`src/rtl/score_keeper.sv`:
```
// score_keeper: turns ball-exit events into two score digits for the score
// board and paces play (serve delay, game over). Single clock domain.
// Optional build macro: SCORE_KEEPER_AUTO_RESTART_EN (OVER also exits on its
// own after 4*p_SERVE_DELAY clocks, for attract/kiosk mode).
module score_keeper #(
    parameter int unsigned p_WIN_SCORE   = 9,
    parameter int unsigned p_SERVE_DELAY = 12500000,
    parameter int unsigned p_CNT_W       = 25
) (
    input  logic       i_Clk,
    input  logic       i_Rst,
    input  logic       i_Start,
    input  logic       i_Goal_L,
    input  logic       i_Goal_R,
    output logic [3:0] o_Score_P1,
    output logic [3:0] o_Score_P2,
    output logic       o_Serve,
    output logic       o_Playing,
    output logic       o_Game_Over,
    output logic       o_Winner
);

`ifdef SCORE_KEEPER_AUTO_RESTART_EN
    // Two extra bits so the counter can also time the 4x OVER timeout.
    localparam int unsigned CntW = p_CNT_W + 2;
    localparam logic [CntW-1:0] OverLast = CntW'(4 * p_SERVE_DELAY - 1);
`else
    localparam int unsigned CntW = p_CNT_W;
`endif
    localparam logic [CntW-1:0] ServeLast = CntW'(p_SERVE_DELAY - 1);
    localparam logic [CntW-1:0] CntOne    = CntW'(1);
    localparam logic [3:0]      WinScore  = 4'(p_WIN_SCORE);

    typedef enum logic [1:0] {StIdle, StServe, StPlay, StOver} state_e;

    state_e          state_q, state_d;
    logic [CntW-1:0] cnt_q, cnt_d;
    logic [3:0]      p1_q, p1_d;
    logic [3:0]      p2_q, p2_d;
    logic            serve_q, serve_d;
    logic            winner_q, winner_d;
    logic            start_q, goal_l_q, goal_r_q;
    logic            start_rise, goal_l_rise, goal_r_rise;

    assign start_rise  = i_Start  & ~start_q;
    assign goal_l_rise = i_Goal_L & ~goal_l_q;
    assign goal_r_rise = i_Goal_R & ~goal_r_q;

    // State, scores, delay counter and edge-detect history.
    always_ff @(posedge i_Clk) begin
        if (i_Rst) begin
            state_q  <= StIdle;
            cnt_q    <= '0;
            p1_q     <= 4'd0;
            p2_q     <= 4'd0;
            serve_q  <= 1'b0;
            winner_q <= 1'b0;
            start_q  <= 1'b0;
            goal_l_q <= 1'b0;
            goal_r_q <= 1'b0;
        end else begin
            state_q  <= state_d;
            cnt_q    <= cnt_d;
            p1_q     <= p1_d;
            p2_q     <= p2_d;
            serve_q  <= serve_d;
            winner_q <= winner_d;
            start_q  <= i_Start;
            goal_l_q <= i_Goal_L;
            goal_r_q <= i_Goal_R;
        end
    end

    // Next-state logic: serve pacing, scoring and game-over decisions.
    always_comb begin
        state_d  = state_q;
        cnt_d    = cnt_q;
        p1_d     = p1_q;
        p2_d     = p2_q;
        serve_d  = 1'b0;
        winner_d = winner_q;
        unique case (state_q)
            StIdle: begin
                if (start_rise) begin
                    state_d  = StServe;
                    cnt_d    = '0;
                    p1_d     = 4'd0;
                    p2_d     = 4'd0;
                    winner_d = 1'b0;
                end
            end
            StServe: begin
                // The serve pulse cycle is the last SERVE cycle; PLAY follows it.
                if (serve_q) begin
                    state_d = StPlay;
                end else if (cnt_q == ServeLast) begin
                    serve_d = 1'b1;
                    cnt_d   = '0;
                end else begin
                    cnt_d = cnt_q + CntOne;
                end
            end
            StPlay: begin
                if (goal_l_rise && goal_r_rise) begin
                    // Simultaneous exits: nobody scores, serve again.
                    state_d = StServe;
                    cnt_d   = '0;
                end else if (goal_r_rise) begin
                    p1_d  = p1_q + 4'd1;
                    cnt_d = '0;
                    if (p1_q + 4'd1 == WinScore) begin
                        state_d  = StOver;
                        winner_d = 1'b0;
                    end else begin
                        state_d = StServe;
                    end
                end else if (goal_l_rise) begin
                    p2_d  = p2_q + 4'd1;
                    cnt_d = '0;
                    if (p2_q + 4'd1 == WinScore) begin
                        state_d  = StOver;
                        winner_d = 1'b1;
                    end else begin
                        state_d = StServe;
                    end
                end
            end
            StOver: begin
                if (start_rise) begin
                    state_d  = StServe;
                    cnt_d    = '0;
                    p1_d     = 4'd0;
                    p2_d     = 4'd0;
                    winner_d = 1'b0;
                end
`ifdef SCORE_KEEPER_AUTO_RESTART_EN
                else if (cnt_q == OverLast) begin
                    state_d  = StServe;
                    cnt_d    = '0;
                    p1_d     = 4'd0;
                    p2_d     = 4'd0;
                    winner_d = 1'b0;
                end else begin
                    cnt_d = cnt_q + CntOne;
                end
`endif
            end
            default: state_d = StIdle;
        endcase
    end

    assign o_Score_P1  = p1_q;
    assign o_Score_P2  = p2_q;
    assign o_Serve     = serve_q;
    assign o_Playing   = (state_q == StPlay);
    assign o_Game_Over = (state_q == StOver);
    assign o_Winner    = winner_q;

endmodule

```
`config.mk`:
```
export PLATFORM = sky130hd
export DESIGN_NAME = score_keeper
export DESIGN_NICKNAME = d
export VERILOG_FILES = /design/src/rtl/score_keeper.sv
export SDC_FILE = /design/constraint.sdc
export NUM_CORES = 1
export LEC_CHECK = 0
export ABC_AREA = 1
export CORE_ASPECT_RATIO = 2
export CORE_MARGIN = 5
export CORE_UTILIZATION = 30
export CTS_BUF_LIST = sky130_fd_sc_hd__clkbuf_8
export DETAILED_ROUTE_END_ITERATION = 16
export SLEW_MARGIN = 40
export SYNTH_ARGS = -nofsm -noshare
export SYNTH_HDL_FRONTEND = slang
export SYNTH_SLANG_ARGS = --single-unit
```
`constraint.sdc`:
```
create_clock -name i_Clk -period 2 [get_ports i_Clk]
set_input_delay 0.6 -clock i_Clk [delete_from_list [all_inputs] [get_ports i_Clk]]
set_output_delay 0.6 -clock i_Clk [all_outputs]
set_load 0.01 [all_outputs]
```
# [Yosys cells after proc, flatten, opt, wreduce, memory -nomap -nowiden]
# Index checks and enable logic that the tools add are counted.
[totals] reg_bits=40 inputBits=5 elab_cells=77
[op_classes] addsub=3 eq_ne=17 n_mux=31 bitwise_logic=7 n_reduce_logical=10
[ops] op="two-way mux 25 bit" n=6
[ops] op="case mux 25 bit (3 select lines)" n=1
[ops] op="adder 25 x 1 -> 25 bit, second input constant" n=1
[ops] op="== test 25 x 24 -> 1 bit, second input constant" n=1
[ops] op="two-way mux 4 bit" n=6
[ops] op="case mux 4 bit (2 select lines)" n=2
[ops] op="two-way mux 2 bit" n=7
[ops] op="adder 4 x 1 -> 4 bit, second input constant" n=2
[ops] op="== test 4 bit, second input constant" n=2
[ops] op="!= test 2 bit, second input constant" n=4
[ops] op="two-way mux 1 bit" n=7
[ops] op="!= test 2 x 1 -> 1 bit, second input constant" n=3
[ops] op="!= test 3 x 1 -> 1 bit, second input constant" n=2
[ops] op="case mux 2 bit (3 select lines)" n=1
[ops] op="AND reduction 3 bit" n=2
[ops] op="AND reduction 6 bit" n=1
[ops] op="AND reduction 5 bit" n=1
[ops] op="== test 2 bit, second input constant" n=2
[ops] op="!= test 4 x 1 -> 1 bit, second input constant" n=1
[ops] op="inverter 1 bit" n=4
[ops] op="AND reduction 4 bit" n=1
[ops] op="AND 1 bit" n=3
[ops] op="!= test 3 x 2 -> 1 bit, second input constant" n=1
[ops] op="OR reduction 3 bit" n=1
[ops] op="6 further kinds" n=6

# [Depth between registers and ports, before layout]
[depth] depth_word=7 ltp_mapped=11 mapped_depth_nobuf=10

# [Least setup slack after synthesis]
# Ideal clock, no wire load.
[synth_path] path_kind="flip-flop to flip-flop" start="register state_q[0]" end="register cnt_q[12]" t_arrival_ns=1.534 required_ns=1.885 path_slack_ns=0.351 path_stages_with_launch=10 period_less_slack_ns=1.649 cell_sequence="dfxtp_1 > inv_1 > ha_1 > o21ai_2 > nand3_4 > buf_6 > nor3_1 > nand2_1 > nand3_1 > nor2_1"
[synth_via] elab_chain_len=4 elab_cells_between_ends=10
[synth_rtl] element="start, declared" line_no="36" text="state_e state_q, state_d;"
[synth_rtl] element="start signal, assigned" line_no="52" text="state_q <= StIdle;"
[synth_rtl] element="start signal, assigned" line_no="62" text="state_q <= state_d;"
[synth_rtl] element="== test 2 bit or zero test 2 bit (tied branches)" line_no="82" text="unique case (state_q)"
[synth_rtl] element="OR reduction 2 bit (no line)"
[synth_rtl] element="!= test 2 x 1 -> 1 bit (no line)"
[synth_rtl] element="AND reduction 3 bit (no line)"
[synth_rtl] element="end signal, assigned" line_no="63" text="cnt_q <= cnt_d;"
[synth_rtl] element="end, declared" line_no="37" text="logic [CntW-1:0] cnt_q, cnt_d;"
# Several ways; a longest one is shown, not always the timed one.
# A chain may end at the register's enable or synchronous reset.

# [Worst setup path in the final report]
[layout_path] start="register state_q[1]" end="output o_Game_Over"
[layout_via] elab_chain_len=1
[layout_rtl] element="== test 2 bit" line_no="156" text="assign o_Game_Over = (state_q == StOver);"
[layout_rtl] element="end, declared" line_no="19" text="output logic o_Game_Over,"
# Every way passes these cells.

==> flow_summary.ini <==
[critical_path]
start_kind = flop
crit_path_end_kind = output pin
r2r_slack_ns = 0.30
cp_max_fo = 4
path_class = reg -> out
crit_required_ns = 1.40
worst_ep_arrival_time_ns = 1.34

[grt]
grt_max_degree = 16
grt_util_met1 = 0.122
antenna_found_initial = 0
grt_pass1_vias = 2446
busiest_layer = met2
grt_pass1_wl_um = 11100
overflow = 0
grt_use_met3 = 0.0210
grtUsageTotal = 0.143
use_met2 = 0.289

[cells_and_area]
area_growth_syn_to_layout_pct = 20.2
final_nets = 417
stdcell_count = 499
seqCellArea_sq_um = 806
multiInputGateArea_sq_um = 1400
fillers = 875
final_util = 0.372
final_cell_area_sq_um = 2950
drive_gt1_frac = 0.146
diodes = 0

[floorplanning]
pin_count = 17
fp-row-count = 46
die_area_sq_um = 10200
core_area_sq_um = 7940
die_w_um = 74.0
fp.dieH_um = 138
start_util = 0.309

[clock_tree]
clock_sinks = 40
cts_max_level = 2
cts_buffer_depth = 2
cts_made_buffers = 5
cts_tree = done
cts_root_buffer = clkbuf_8
cts_setup_buffers = 0
path_clk_slew_ns = 0.08
postCtsHoldBufs = 0
clkLatencyLatePin_ns = 0.31

[timing]
period_share = 0.969
drv_slew = 0
period_minus_slack_ns = 1.94
holdWs_ns = 0.482
hold_viol_final = 0
skew_ns = 0.0108
grt_setup_unrepaired = false
max_freq_ghz = 0.516
setup_violations = 0
slew_headroom = 0.737
tightest_slew_ns = 0.393

[yosys]
async_flop_share = 0
avgSynthCellArea_sq_um = 6.71
yosys.area.top_type_share = 0.326
yosysUniqueCellTypes = 34
synthTopCellsByCount = nand2_1, nor2_1, inv_1
synth-seq-cells = 40
syn_area_sq_um = 2460
synthCells = 366
ys.flop_type = dfxtp_1
synth-edff-count = 0
synth_area_leaders = dfxtp_1, nand2_1, nor2_1
yosys_warnings = 0
yosys.cell_count.top_type = nand2_1
yosysSeqAreaShare = 0.326
syn_nets = 380
synth_top_cell_by_area = dfxtp_1

[drt]
vias = 2389
drt_first_iter_violations = 89
drc = 0
postRouteAntennaNets = 0
first_pass_iters = 4
drt-wirelength-per-cell_um = 13.3
viasPerCell = 4.79
wirelength_um = 6650

[run]
cap_violations = 0

[outcome]
status = finished clean

[place]
io_buffers = 16
gp_congestion = 0.945
dpl-instance-area_sq_um = 2870
place_inst = 492
place_hpwl_um = 5250

[pwr]
power.static_leakage_nw = 1.23
power.total_w = 0.00259
ir_drop_mv = 0.626
power_density_nw_per_um2 = 878

[hold_path]
hp-class = reg -> reg
[final timing paths]
check | from | to | cells past startpoint
worst max-delay path | state_q[1]$_SDFFE_PP0P_ | o_Game_Over | 2
worst min-delay path | o_Serve$_SDFF_PP0_ | o_Serve$_SDFF_PP0_ | 1
worst max register to register | state_q[0]$_SDFFE_PP0P_ | cnt_q[9]$_SDFFE_PP0P_ | 9
worst min register to register | o_Serve$_SDFF_PP0_ | o_Serve$_SDFF_PP0_ | 1
[layer usage]
metal | share of wire | up-vias
met1 | 0.34 | 1084
met2 | 0.59 | 47
met5 | 0 | -
met3 | 0.022 | 22
li1 | - | 1236
met4 | 0.044 | 0
[through the flow]
stage	worst slack [ns]	setup TNS (ns)
global route	0.00864	0
finish	0.0620	0
global placement	-0.164	-2.28
CTS	0.0355	0
detailed placement	-0.207	-3.26
floorplan	0.351	0
[critical path, stage by stage, from the launching register on]
cell             delay [ns]
dfxtp_2                0.37
ha_1                   0.14
clkdlybuf4s50_1        0.53
[timing repair]
action	CTS	global route
setup endpoints to repair	2	2
pin swaps	0	0
resized for setup	4	2
[placed cells by master (no fill, tap or decap), types with 2 or more instances in the layout]
cell,n
o21ai_0,5
inv_1,56
nand2_2,8
xor2_1,3
clkbuf_8,5
clkdlybuf4s50_1,15
o21ai_2,3
nand4_1,12
buf_4,18
o21bai_1,2
nand2_1,68
ha_1,8
nor2_1,61
nor3_1,8
nor2_2,4
nand3_1,36
xnor2_1,3
nand3_2,2
dfxtp_1,38
inv_2,3
buf_12,2
nor2_4,5
a21oi_1,21
[power breakdown]
group          switching, W  total [W]  leakage [nW]  internal, W
clock              0.000297   0.000530        0.0452     0.000233
combinational      0.000675    0.00114         0.862     0.000468
sequential        0.0000570   0.000920         0.325     0.000863
[kinds of logic (layout without fill, tap and decap cells)]
| logic type | count (synthesis) | after routing | synth area share |
|---|---|---|---|
| flip-flops | 40 | 40 | 0.326 |
| XOR/XNOR | 6 | 6 | 0.0214 |
| multiplexers | 1 | 1 | 0.00407 |
| adder cells (fa/ha/maj) | 9 | 9 | 0.0458 |
| AO/OA/AOI/OAI | 33 | 33 | 0.0743 |
| AND/OR/NAND/NOR | 213 | 213 | 0.421 |
| buffers and inverters | 64 | 101 | 0.107 |
[layout make-up]
type | count | share of cell area
multi-input combinational | 262 | 0.473
clock inverter | 2 | 0.00297
sequential | 40 | 0.273
timing repair buffer | 36 | 0.113
clock buffer | 5 | 0.0233
inverter | 58 | 0.0737
tap | 96 | 0.0407
[flip-flops by register name (all words and copies together), names as in the netlist]
name and flops:
start_q 1, cnt_q 25, state_q 2, o_Score_P2 4, o_Score_P1 4, o_Winner 1, o_Serve 1, goal_l_q 1
goal_r_q 1
Power figures use the tool's default switching activity.
